File: config.mk
export PLATFORM = sky130hd
export DESIGN_NAME = mem_ctrl_flat
export DESIGN_NICKNAME = d
export VERILOG_FILES = /design/src/rtl/mem_ctrl_pkg.sv /design/src/rtl/mem_ctrl_if.sv /design/src/rtl/mem_ctrl_byte_seq.sv /design/src/rtl/mem_ctrl.sv /design/src/flat_wrapper.sv
export SDC_FILE = /design/constraint.sdc
export NUM_CORES = 1
export LEC_CHECK = 0
export CAP_MARGIN = 25
export CORE_ASPECT_RATIO = 1.4
export CORE_UTILIZATION = 52
export DETAILED_ROUTE_END_ITERATION = 8
export PLACE_DENSITY = 0.78
export SLEW_MARGIN = 5
export SYNTH_ARGS = -nofsm -noshare
export SYNTH_HDL_FRONTEND = slang
export SYNTH_HIERARCHICAL = 1
export SYNTH_SLANG_ARGS = --single-unit
File: constraint.sdc
create_clock -name clk -period 3.2 [get_ports clk]
set_input_delay 0.32 -clock clk [delete_from_list [all_inputs] [get_ports clk]]
set_output_delay 0.32 -clock clk [all_outputs]
set_load 0.02 [all_outputs]
File: src/rtl/mem_ctrl_pkg.sv
// Shared encodings for the byte-serial memory controller: FSM states, owners,
// LOAD/STORE tags, size codes, IO base and small byte helpers.
package mem_ctrl_pkg;

    typedef enum logic [1:0] {
        ST_IDLE  = 2'd0,
        ST_READ  = 2'd1,
        ST_WRITE = 2'd2,
        ST_DONE  = 2'd3
    } state_t;

    typedef enum logic {
        OWNER_LSB = 1'b0,
        OWNER_IF  = 1'b1
    } owner_t;

    localparam logic TAG_LOAD  = 1'b0;
    localparam logic TAG_STORE = 1'b1;

    localparam logic [2:0] SIZE_B = 3'b001;
    localparam logic [2:0] SIZE_H = 3'b010;
    localparam logic [2:0] SIZE_W = 3'b100;

    localparam logic [31:0] IO_BASE_DEFAULT = 32'h0003_0000;

    // Byte count of an LSB request; unknown encodings fall back to a full word.
    function automatic logic [2:0] size_to_n(input logic [2:0] size);
        case (size)
            SIZE_B:  return 3'd1;
            SIZE_H:  return 3'd2;
            default: return 3'd4;
        endcase
    endfunction

    function automatic logic [7:0] byte_lane(input logic [31:0] word, input logic [1:0] idx);
        case (idx)
            2'd0:    return word[7:0];
            2'd1:    return word[15:8];
            2'd2:    return word[23:16];
            default: return word[31:24];
        endcase
    endfunction

endpackage

File: src/rtl/mem_ctrl_if.sv
// Request/response and RAM-bus bundle for mem_ctrl. The slave modport is the
// controller's view; master is the requesters plus RAM/IO side.
interface mem_ctrl_if;
    // Handshake: a requester raises *_enable with stable fields and holds it until
    // the matching one-cycle *_success pulse; that pulse is the only acknowledge,
    // so each held request is transferred exactly once.
    logic        lsb_enable;
    logic        lsb_wr_tag;
    logic [2:0]  lsb_size;
    logic [31:0] lsb_addr;
    logic [31:0] lsb_wdata;
    logic        lsb_success;
    logic [31:0] lsb_rdata;

    logic        if_enable;
    logic [31:0] if_addr;
    logic        if_success;
    logic [31:0] if_rdata;

    logic        io_buffer_full;
    logic [7:0]  mem_din;
    logic [7:0]  mem_dout;
    logic [31:0] mem_a;
    logic        mem_wr;

    modport slave (
        input  lsb_enable, lsb_wr_tag, lsb_size, lsb_addr, lsb_wdata,
        output lsb_success, lsb_rdata,
        input  if_enable, if_addr,
        output if_success, if_rdata,
        input  io_buffer_full, mem_din,
        output mem_dout, mem_a, mem_wr
    );

    modport master (
        output lsb_enable, lsb_wr_tag, lsb_size, lsb_addr, lsb_wdata,
        input  lsb_success, lsb_rdata,
        output if_enable, if_addr,
        input  if_success, if_rdata,
        output io_buffer_full, mem_din,
        input  mem_dout, mem_a, mem_wr
    );
endinterface

File: src/rtl/mem_ctrl_byte_seq.sv
// Byte sequencer: holds base address, byte count and store data of the active
// transaction, steps the byte index k and assembles little-endian read data.
module mem_ctrl_byte_seq
    import mem_ctrl_pkg::*;
(
    input  logic        clk,
    input  logic        rst,
    input  logic        rdy,
    input  logic        start,
    input  logic [31:0] start_addr,
    input  logic [2:0]  start_n,
    input  logic [31:0] start_wdata,
    input  logic        advance,
    input  logic        capture,
    input  logic [7:0]  din,
    output logic [31:0] issue_addr,
    output logic [7:0]  issue_byte,
    output logic        issue_valid,
    output logic        write_last,
    output logic        read_last,
    output logic [31:0] read_word
);

    logic [31:0] base_q;
    logic [31:0] wdata_q;
    logic [31:0] asm_q;
    logic [2:0]  n_q;
    logic [2:0]  k_q;
    logic [2:0]  k_inc;
    logic [1:0]  cap_lane;

    // k counts edges since accept: the edge that bumps k to j issues byte j and,
    // because the RAM answers one edge late, captures byte j-2.
    assign k_inc       = k_q + 3'd1;
    assign issue_addr  = base_q + {29'd0, k_inc};
    assign issue_byte  = byte_lane(wdata_q, k_inc[1:0]);
    assign issue_valid = (k_inc < n_q);
    assign write_last  = (k_inc == n_q);
    assign read_last   = (k_q == n_q);
    assign cap_lane    = k_q[1:0] - 2'd1;

    always_comb begin
        read_word = asm_q;
        read_word[{cap_lane, 3'b000} +: 8] = din;
    end

    always_ff @(posedge clk) begin
        if (!rst) begin
            base_q  <= 32'd0;
            wdata_q <= 32'd0;
            asm_q   <= 32'd0;
            n_q     <= 3'd0;
            k_q     <= 3'd0;
        end else if (rdy) begin
            if (start) begin
                base_q  <= start_addr;
                wdata_q <= start_wdata;
                asm_q   <= 32'd0;
                n_q     <= start_n;
                k_q     <= 3'd0;
            end else if (advance) begin
                k_q <= k_inc;
                if (capture && (k_q != 3'd0)) begin
                    asm_q <= read_word;
                end
            end
        end
    end

endmodule

File: src/rtl/mem_ctrl.sv
// Byte-serial memory controller: arbitrates LSB and fetch onto the 8-bit bus,
// handles fetch flush and routes completion pulses. Optional IO stall under
// MEM_CTRL_IO_STALL_EN.
module mem_ctrl
    import mem_ctrl_pkg::*;
#(
    parameter logic [31:0] IO_BASE = IO_BASE_DEFAULT
) (
    input  logic      clk,
    input  logic      rst,
    input  logic      rdy,
    input  logic      jump_flag,
    mem_ctrl_if.slave bus,
    output state_t    dbg_state
);

    state_t      state_q, state_n;
    owner_t      owner_q, owner_n;
    logic [31:0] mem_a_q, mem_a_n;
    logic [7:0]  mem_dout_q, mem_dout_n;
    logic        mem_wr_q, mem_wr_n;
    logic        lsb_success_q, lsb_success_n;
    logic        if_success_q, if_success_n;
    logic [31:0] lsb_rdata_q, lsb_rdata_n;
    logic [31:0] if_rdata_q, if_rdata_n;

    logic        seq_start;
    logic        seq_advance;
    logic        seq_capture;
    logic [31:0] seq_addr;
    logic [2:0]  seq_n;
    logic [31:0] seq_wdata;
    logic [31:0] seq_issue_addr;
    logic [7:0]  seq_issue_byte;
    logic        seq_issue_valid;
    logic        seq_write_last;
    logic        seq_read_last;
    logic [31:0] seq_read_word;

    logic        lsb_blocked;
    logic        wr_stall;

`ifdef MEM_CTRL_IO_STALL_EN
    assign lsb_blocked = bus.io_buffer_full && (bus.lsb_addr >= IO_BASE);
    assign wr_stall    = bus.io_buffer_full && (seq_issue_addr >= IO_BASE);
`else
    logic unused_io;
    assign lsb_blocked = 1'b0;
    assign wr_stall    = 1'b0;
    assign unused_io   = bus.io_buffer_full | (|IO_BASE);
`endif

    mem_ctrl_byte_seq u_seq (
        .clk         (clk),
        .rst         (rst),
        .rdy         (rdy),
        .start       (seq_start),
        .start_addr  (seq_addr),
        .start_n     (seq_n),
        .start_wdata (seq_wdata),
        .advance     (seq_advance),
        .capture     (seq_capture),
        .din         (bus.mem_din),
        .issue_addr  (seq_issue_addr),
        .issue_byte  (seq_issue_byte),
        .issue_valid (seq_issue_valid),
        .write_last  (seq_write_last),
        .read_last   (seq_read_last),
        .read_word   (seq_read_word)
    );

    always_comb begin
        state_n       = state_q;
        owner_n       = owner_q;
        mem_a_n       = mem_a_q;
        mem_dout_n    = mem_dout_q;
        mem_wr_n      = 1'b0;
        lsb_success_n = 1'b0;
        if_success_n  = 1'b0;
        lsb_rdata_n   = lsb_rdata_q;
        if_rdata_n    = if_rdata_q;
        seq_start     = 1'b0;
        seq_advance   = 1'b0;
        seq_capture   = 1'b0;
        seq_addr      = bus.lsb_addr;
        seq_n         = size_to_n(bus.lsb_size);
        seq_wdata     = bus.lsb_wdata;

        unique case (state_q)
            ST_IDLE: begin
                // LSB wins ties; jump_flag only gates fetch acceptance.
                if (bus.lsb_enable && !lsb_blocked) begin
                    owner_n   = OWNER_LSB;
                    seq_start = 1'b1;
                    mem_a_n   = bus.lsb_addr;
                    if (bus.lsb_wr_tag == TAG_STORE) begin
                        mem_dout_n = bus.lsb_wdata[7:0];
                        mem_wr_n   = 1'b1;
                        state_n    = ST_WRITE;
                    end else begin
                        state_n = ST_READ;
                    end
                end else if (bus.if_enable && !jump_flag) begin
                    owner_n   = OWNER_IF;
                    seq_start = 1'b1;
                    seq_addr  = bus.if_addr;
                    seq_n     = 3'd4;
                    seq_wdata = 32'd0;
                    mem_a_n   = bus.if_addr;
                    state_n   = ST_READ;
                end
            end
            ST_READ: begin
                if ((owner_q == OWNER_IF) && jump_flag) begin
                    state_n = ST_IDLE;
                end else begin
                    seq_advance = 1'b1;
                    seq_capture = 1'b1;
                    if (seq_issue_valid) begin
                        mem_a_n = seq_issue_addr;
                    end
                    if (seq_read_last) begin
                        state_n = ST_DONE;
                        if (owner_q == OWNER_LSB) begin
                            lsb_rdata_n   = seq_read_word;
                            lsb_success_n = 1'b1;
                        end else begin
                            if_rdata_n   = seq_read_word;
                            if_success_n = 1'b1;
                        end
                    end
                end
            end
            ST_WRITE: begin
                if (seq_write_last) begin
                    state_n       = ST_DONE;
                    lsb_success_n = 1'b1;
                end else if (!wr_stall) begin
                    seq_advance = 1'b1;
                    mem_a_n     = seq_issue_addr;
                    mem_dout_n  = seq_issue_byte;
                    mem_wr_n    = 1'b1;
                end
            end
            ST_DONE: begin
                // Dead cycle: the requester drops its enable before IDLE looks again.
                state_n = ST_IDLE;
            end
            default: state_n = ST_IDLE;
        endcase
    end

    always_ff @(posedge clk) begin
        if (!rst) begin
            state_q       <= ST_IDLE;
            owner_q       <= OWNER_LSB;
            mem_a_q       <= 32'd0;
            mem_dout_q    <= 8'd0;
            mem_wr_q      <= 1'b0;
            lsb_success_q <= 1'b0;
            if_success_q  <= 1'b0;
            lsb_rdata_q   <= 32'd0;
            if_rdata_q    <= 32'd0;
        end else if (rdy) begin
            state_q       <= state_n;
            owner_q       <= owner_n;
            mem_a_q       <= mem_a_n;
            mem_dout_q    <= mem_dout_n;
            mem_wr_q      <= mem_wr_n;
            lsb_success_q <= lsb_success_n;
            if_success_q  <= if_success_n;
            lsb_rdata_q   <= lsb_rdata_n;
            if_rdata_q    <= if_rdata_n;
        end
    end

    assign bus.mem_a       = mem_a_q;
    assign bus.mem_dout    = mem_dout_q;
    assign bus.mem_wr      = mem_wr_q;
    assign bus.lsb_success = lsb_success_q;
    assign bus.lsb_rdata   = lsb_rdata_q;
    assign bus.if_success  = if_success_q;
    assign bus.if_rdata    = if_rdata_q;
    assign dbg_state       = state_q;

endmodule

File: src/flat_wrapper.sv
// flat-port wrapper written by rule: the top's interface ports become plain ports
module mem_ctrl_flat import mem_ctrl_pkg::*;
#(
    parameter logic [31:0] IO_BASE = IO_BASE_DEFAULT
)
  (clk, rst, rdy, jump_flag, dbg_state, bus_lsb_enable, bus_lsb_wr_tag, bus_lsb_size, bus_lsb_addr, bus_lsb_wdata, bus_lsb_success, bus_lsb_rdata, bus_if_enable, bus_if_addr, bus_if_success, bus_if_rdata, bus_io_buffer_full, bus_mem_din, bus_mem_dout, bus_mem_a, bus_mem_wr);
  mem_ctrl_if bus_i ();
  input  logic clk;
  input  logic rst;
  input  logic rdy;
  input  logic jump_flag;
  output state_t dbg_state;
  input wire logic [$bits(bus_i.lsb_enable)-1:0] bus_lsb_enable;
  input wire logic [$bits(bus_i.lsb_wr_tag)-1:0] bus_lsb_wr_tag;
  input wire logic [$bits(bus_i.lsb_size)-1:0] bus_lsb_size;
  input wire logic [$bits(bus_i.lsb_addr)-1:0] bus_lsb_addr;
  input wire logic [$bits(bus_i.lsb_wdata)-1:0] bus_lsb_wdata;
  output wire logic [$bits(bus_i.lsb_success)-1:0] bus_lsb_success;
  output wire logic [$bits(bus_i.lsb_rdata)-1:0] bus_lsb_rdata;
  input wire logic [$bits(bus_i.if_enable)-1:0] bus_if_enable;
  input wire logic [$bits(bus_i.if_addr)-1:0] bus_if_addr;
  output wire logic [$bits(bus_i.if_success)-1:0] bus_if_success;
  output wire logic [$bits(bus_i.if_rdata)-1:0] bus_if_rdata;
  input wire logic [$bits(bus_i.io_buffer_full)-1:0] bus_io_buffer_full;
  input wire logic [$bits(bus_i.mem_din)-1:0] bus_mem_din;
  output wire logic [$bits(bus_i.mem_dout)-1:0] bus_mem_dout;
  output wire logic [$bits(bus_i.mem_a)-1:0] bus_mem_a;
  output wire logic [$bits(bus_i.mem_wr)-1:0] bus_mem_wr;
  assign bus_i.lsb_enable = bus_lsb_enable;
  assign bus_i.lsb_wr_tag = bus_lsb_wr_tag;
  assign bus_i.lsb_size = bus_lsb_size;
  assign bus_i.lsb_addr = bus_lsb_addr;
  assign bus_i.lsb_wdata = bus_lsb_wdata;
  assign bus_lsb_success = bus_i.lsb_success;
  assign bus_lsb_rdata = bus_i.lsb_rdata;
  assign bus_i.if_enable = bus_if_enable;
  assign bus_i.if_addr = bus_if_addr;
  assign bus_if_success = bus_i.if_success;
  assign bus_if_rdata = bus_i.if_rdata;
  assign bus_i.io_buffer_full = bus_io_buffer_full;
  assign bus_i.mem_din = bus_mem_din;
  assign bus_mem_dout = bus_i.mem_dout;
  assign bus_mem_a = bus_i.mem_a;
  assign bus_mem_wr = bus_i.mem_wr;
  mem_ctrl #(.IO_BASE(IO_BASE)) u_core (.clk(clk), .rst(rst), .rdy(rdy), .jump_flag(jump_flag), .bus(bus_i), .dbg_state(dbg_state));
endmodule
==> summary.md <==
| Metric | Value |
|---|---|
| WL per Instance | `around 16 µm` |
| H-tree depth | `1` |
| Part of the cycle the worst path needs | `around 90%` |
| Mapped Area | `11,100 µm²` |
| WL final | `approximately 30,000 µm` |
| Number of I/O pins | `224` |
| Commonest non-fill, non-tap cell in the layout | `nand2_1` |
| Final Cell Area | `approximately 14,000 µm²` |
| GR Util met2 | `48.3%` |
| Post-Syn Instances | `1,402` |
| Initial core utilization | `53.4%` |
| Peak VDD IR | `0.000428 V` |
| Status | `finished with violations` |
| Crit-path max FO | `32` |
| Max cap viols | `0` |
| First-pass GRT wire length | `48,900 µm` |
| Met3 track demand over resource | `3.21%` |
| Multi-input logic area | `between 6000 and 7000 µm²` |
| Worst hold-check path type | `in -> reg` |
| Final HPWL DP | `20,100 µm` |
| Hold Vio Cnt, Final | `0` |
| Crit-path max cell delay | `0.46 ns` |
| Leakage | `0.00516 µW` |
| Number of synthesized flops with an enable pin | `0` |
| Crit path launch | `u_core/u_seq/k_q[0]$_SDFFE_PN0P_` |
| Drt initial violations | `between 800 and 900` |
| Critical path class | `reg -> reg` |
| Post-route insts no fill | `1,838` |
| Relative slew slack | `roughly 51%` |
| Min cycle time layout | `between 2 and 3 ns` |
| Final setup viols | `0` |
| Worst R2R Start | `u_core/u_seq/k_q[0]$_SDFFE_PN0P_` |
| Vias per cell | `5.58` |
| FMAX | `approximately 350 MHz` |
| Width of the die | `125 µm` |
| Synth unique cells | `60` |
| Top_reg_cell synth | `dfxtp_1` |
| Critical path depth | `11` |
| Avg Cell Area, Syn | `7.89 µm²` |
| # DRC | `14` |
| TritonCTS clock tree | `done` |
| Clock root cell | `clkbuf_16` |
| Cell family with most CP delay | `adder cells` |
| Clk sinks | `212` |
| Die area | `21,900 µm²` |
| Die height | `175 µm` |
| Vias | `around 10,000` |
| Layout cell share with drive strength beyond 1 | `around 7.7%` |
| CP required | `approximately 3.6 ns` |
| RePlAce Congestion | `~0.86` |
| Core area | `20,700 µm²` |
| 1st-pass router iterations | `9` |
| Critical path's most frequent cell | `o21a_1` |
| Vias in the first global route | `just under 10,000` |
| GRT Total Usage | `27.2%` |
| Fin nets | `1,701` |
| Critical Path End Type | `flop` |
| CP Data Arrival Time | `3.30 ns` |
| Startpoint types | `flop` |
| CTS buffer count | `21` |
| Clock latency on the worst-skew pair | `0.50 ns` |
| Seq/Total Area, Yosys | `a little under two fifths` |
| Async SR Flop Fraction | `0%` |
| Register bit total from synthesis | `212` |
| Fillers | `1,747` |
| Area Growth Syn to Fin | `27.7%` |
| Reg clk slew, reported paths | `0.06 ns` |
| R2r setup slk | `approximately 0.33 ns` |
| Setup Total Neg Slack | `0 ns` |
| RR Endpoint | `u_core/u_seq/asm_q[0]$_SDFFE_PN0P_` |
| Net Count, Synth | `1,534` |
| Post-DRT Antenna Nets | `0` |
| Placed insts | `1,801` |
| Antenna violations before repair | `2` |
| Pins Over Slew Limit | `0` |
| Crit path buf inv count | `2` |
| Slew @ Worst Pin | `0.730 ns` |
| Largest net degree at the start of global routing | `70` |
| Setup Skew | `0.0165 ns` |
| R2r worst-path depth | `11` |
| Top Usage Layer GRT | `met2` |
| Area occupied by registers | `4250 µm²` |
| Hold WS | `roughly 0.30 ns` |
| Row cnt | `62` |
| GRT overflow | `0` |
| I/O Buffers | `222` |
| Most frequent cells in the layout | `nand2_1, clkdlybuf4s50_1, dfxtp_1, a21oi_1, a21boi_0` |
| Worst path slowest cell | `ha_2` |
| Violated checks | `DRC` |
| Grt met1 use | `roughly a third` |
| Clock Path Buffers | `3` |
| Placed cell areas | `13,400 µm²` |
| Ys Warns | `6` |
| CP endpoint | `u_core/u_seq/asm_q[0]$_SDFFE_PN0P_` |
| RSZ-0062 raised after global routing | `no` |
| PD cells | `approximately 480 nW/µm²` |
| Critical path, cell by cell | `inv_1, ha_2, ha_1, and3_1, nor2b_1, o21a_1, and3b_1, nand3_1, buf_4, a21oi_1, o21a_1` |
==> stage by stage <==
stage	total power, µW	util, %	setup WS [ns]
final	6750	68.2	0.325
after global routing	7050	68.2	0.0786
after CTS	6780	68.1	0.231
after detailed placement	4310	64.8	0.255
after global placement	4290	64.6	0.368
after floorplan	3760	-	0.431
==> cell families (layout without fill, tap and decap cells) <==
family / after synthesis / after routing / share of synthesized area, %
and+or+nand+nor: 588 / 588 / 24.8
AOI/OAI and AO/OA: 338 / 338 / 19.5
other: 0 / 1 / 0
xor gates and xnor gates: 34 / 34 / 2.69
buffers and inverters: 133 / 312 / 5.07
DFF: 212 / 212 / 38.4
adders and majority gates: 17 / 17 / 1.99
muxes: 80 / 80 / 7.60
==> flip-flops by register name, summed over array words and instances (netlist names) <==
signal	flops
u_core/dbg_state	2
u_core/bus.lsb_rdata	32
u_core/bus.mem_dout	8
u_core/bus.mem_wr	1
u_core/bus.if_success	1
u_core/bus.mem_a	32
u_core/bus.lsb_success	1
u_core/bus.if_rdata	32
u_core/u_seq/asm_q	32
u_core/u_seq/n_q	3
u_core/u_seq/base_q	32
u_core/u_seq/wdata_q	32
u_core/u_seq/k_q	3
u_core/owner_q	1
==> Yosys cell counts, types with 5 or more instances <==
cell type	n	area [µm²]
o21ai_0	35	175
inv_1	24	90.1
xor2_1	27	236
buf_4	7	52.6
buf_1	7	26.3
dfxtp_1	212	4240
a21boi_0	103	773
a222oi_1	8	80.1
ha_1	16	200
and2_1	5	31.3
xnor2_1	7	61.3
nor3_1	10	50.1
nand3_1	9	45.0
o21a_1	33	248
nor4b_1	6	52.6
nor2_1	18	67.6
o21ai_1	32	160
nand2b_1	36	225
clkbuf_1	70	263
nand2_1	403	1510
buf_2	22	110
mux2_2	32	360
a21oi_1	105	526
a211oi_1	6	45.0
nand4_1	36	225
mux2i_1	48	480
nor2b_1	35	219
==> layout make-up <==
type | count | share of cell area, %
Multi-Input combinational cell | 1057 | 44.6
Sequential cell | 212 | 30.1
Timing Repair Buffer | 251 | 17.6
Tap cell | 256 | 2.27
Inverter | 26 | 0.691
Clock inverter | 9 | 0.691
Clock buffer | 26 | 4.14
Antenna cell | 1 | 0.0177
==> worst min path at each step <==
stage,start,end,cells after the start
floorplan,u_core/u_seq/wdata_q[18]$_SDFFE_PN0P_,u_core/u_seq/wdata_q[18]$_SDFFE_PN0P_,2
global placement,u_core/bus.mem_a[27]$_SDFFE_PN0P_,u_core/bus.mem_a[27]$_SDFFE_PN0P_,2
detailed placement,u_core/bus.mem_a[17]$_SDFFE_PN0P_,u_core/bus.mem_a[17]$_SDFFE_PN0P_,2
CTS,rst,u_core/u_seq/asm_q[29]$_SDFFE_PN0P_,2
global route,rst,u_core/u_seq/asm_q[25]$_SDFFE_PN0P_,2
finish,rst,u_core/u_seq/asm_q[5]$_SDFFE_PN0P_,2
==> report_power, final <==
group	internal, µW	leakage [µW]	switching (µW)
registers	2780	0.00172	99.2
clock network	1450	0.000341	1020
logic	579	0.00310	820
==> per-layer routing <==
metal | part of all wire, % | vias up
li1 | - | 5090
met1 | 41 | 4768
met2 | 50 | 345
met3 | 5.9 | 56
met4 | 3.2 | 0
met5 | 0 | -
==> repair_timing <==
| item | in CTS | in global routing |
|---|---|---|
| hold buffers | 0 | 0 |
| buffers inserted | 0 | 0 |
| setup endpoints to repair | 0 | 4 |
| resized for setup | 0 | 2 |
==> worst register-to-register path: cells and delay by family, from the launching register on <==
kind / cells / cell delay, ns
buffers and inverters: 2 / 0.43
adders and majority gates: 2 / 0.74
DFF: 1 / 0.38
and+or+nand+nor: 4 / 0.71
AOI/OAI and AO/OA: 3 / 0.57
No activity file was read; power rests on OpenSTA's default activity.
==> variant, RTL diff (same flow settings) <==
Build with the macro `MEM_CTRL_IO_STALL_EN` defined.
--- a/src/rtl/mem_ctrl.sv
+++ b/src/rtl/mem_ctrl.sv
@@ -1,6 +1,8 @@
 // Byte-serial memory controller: arbitrates LSB and fetch onto the 8-bit bus,
 // handles fetch flush and routes completion pulses. Optional IO stall under
 // MEM_CTRL_IO_STALL_EN.
+`define MEM_CTRL_IO_STALL_EN
+
 module mem_ctrl
     import mem_ctrl_pkg::*;
 #(
Check against the original RTL: not equivalent (a bounded check fails within 4 cycles, from zero or initial values and one cycle with rst low).
==> variant against the unedited design <==
- the run ends with negative setup slack left
- clock skew fell by 0.0073 ns
- design area rose by 15%
- utilization rose by 4.3 points
- total power rose by 9.0%
- clock power rose by 8.1%
- sequential cell count did not move
- die area rose by 7.4%
- count of clock-buffer cells in the layout rose by 3
- area after synthesis rose by 7.5%
- worst setup slack got worse by 0.86 ns
- wire length rose by 25%
- highest routed layer unchanged
==> variant: results (changes against the unedited design) <==
{| class="wikitable"
! Metric !! Value
|-
| Violations in the final reports || negative setup slack (was design-rule violations)
|-
| Worst clock skew || 0.009241 ns (was 0.01655 ns)
|-
| # fillers || 1810 (was 1747)
|-
| Post-Synthesis Mean Instance Area || 7.655 um2 (was 7.891 um2)
|-
| Data arrival time at the worst-slack endpoint || 4.13 ns (was 3.30 ns)
|-
| Run status || complete, but fails checks (unchanged)
|-
| Count of port buffers added during placement || 223 (was 222)
|-
| Max stage delay cell, worst path || sky130_fd_sc_hd__or4_4 (was sky130_fd_sc_hd__ha_2)
|-
| Total CTS buffers || 22 (was 21)
|-
| Dpl ws || -0.5577 ns (was 0.2551 ns)
|-
| Initial antenna violation count || 1 (was 2)
|-
| R2R setup slack || -0.53 ns (was 0.33 ns)
|-
| Adder and majority gate portion of the synthesized area || 1.852% (was 1.990%)
|-
| Number of global-route vias before repair || 11761 (was 9811)
|-
| Part of the power in combinational logic || 25.0% (was 20.7%)
|-
| Multiplexer share of the synthesized area || 7.167% (was 7.600%)
|-
| Standby leakage power || 6.107 nW (was 5.161 nW)
|-
| Average via count per standard cell || 5.737 (was 5.582)
|-
| Global-route wire length before repair || 59.35 mm (was 48.85 mm)
|-
| Synthesized-area fraction occupied by ao, oa, aoi and oai cells || 21.32% (was 19.45%)
|-
| Number of cells on the worst reg-to-reg path || 17 (was 11)
|-
| Top cell family by delay on the critical path || compound AO/OA/AOI/OAI gates (was adder cells)
|-
| Total track usage || 31.53% (was 27.19%)
|-
| Final setup fails || 75 (was 0)
|-
| Switching part of the total || 29.13% (was 28.74%)
|-
| Fraction of synthesized cell area in xor and xnor cells || 2.568% (was 2.692%)
|-
| Power density over the cells || 451.8 nW/um2 (was 477.7 nW/um2)
|-
| First DRT Iteration DRCs || 895 (was 823)
|-
| List of most frequent post-synthesis cells || sky130_fd_sc_hd__nand2_1 (415), sky130_fd_sc_hd__dfxtp_1 (212), sky130_fd_sc_hd__a21oi_1 (133), sky130_fd_sc_hd__a21boi_0 (102), sky130_fd_sc_hd__nor2_1 (102) (was sky130_fd_sc_hd__nand2_1 (403), sky130_fd_sc_hd__dfxtp_1 (212), sky130_fd_sc_hd__a21oi_1 (105), sky130_fd_sc_hd__a21boi_0 (103), sky130_fd_sc_hd__clkbuf_1 (70))
|-
| Final TNS setup || -30.31 ns (was 0 ns)
|-
| Fin nets || 1938 (was 1701)
|-
| DPL Wire Length || 25.30 mm (was 20.09 mm)
|-
| Minimum setup slack in the final design || -0.5319 ns (was 0.3250 ns)
|-
| Final weighted congestion in routability-driven placement || 0.9104 (was 0.8596)
|-
| Cell variety after synth || 68 (was 60)
|-
| Biggest area contributors in the synthesized netlist || sky130_fd_sc_hd__dfxtp_1 (36%), sky130_fd_sc_hd__nand2_1 (13%), sky130_fd_sc_hd__a21boi_0 (6.4%) (was sky130_fd_sc_hd__dfxtp_1 (38%), sky130_fd_sc_hd__nand2_1 (14%), sky130_fd_sc_hd__a21boi_0 (7.0%))
|}
==> variant: layout make-up <==
type,instances,share of cell area [%]
multi-input combinational,1199,45.68
inverter,26,0.6149
clock buffer,29,3.858
antenna,1,0.01537
tap,301,2.313
sequential,212,26.12
timing repair buffer,345,20.70
clock inverter,7,0.6994
==> variant: cells by family (layout without fill, tap and decap cells) <==
| logic type | after synthesis | in the layout |
|---|---|---|
| AOI/OAI and AO/OA | 372 | 372 |
| buffers and inverters | 142 | 407 |
| other | 0 | 1 |
| adders and majority gates | 17 | 17 |
| DFF | 212 | 212 |
| muxes | 80 | 80 |
| xor gates and xnor gates | 34 | 34 |
| and+or+nand+nor | 696 | 696 |
==> variant: what timing repair did <==
item	CTS	global route
setup endpoints to repair	75	76
resized for setup	46	34
hold buffers	0	0
endpoints found under the hold margin	0	0
buffers inserted	17	5
pin swaps	22	13
cloned	5	0
==> variant: layer usage <==
layer	GRT usage (%)	part of all wire, %
met1	35.30	38
met2	57.58	52
met3	3.790	5.7
met4	15.77	4.9
met5	0	0
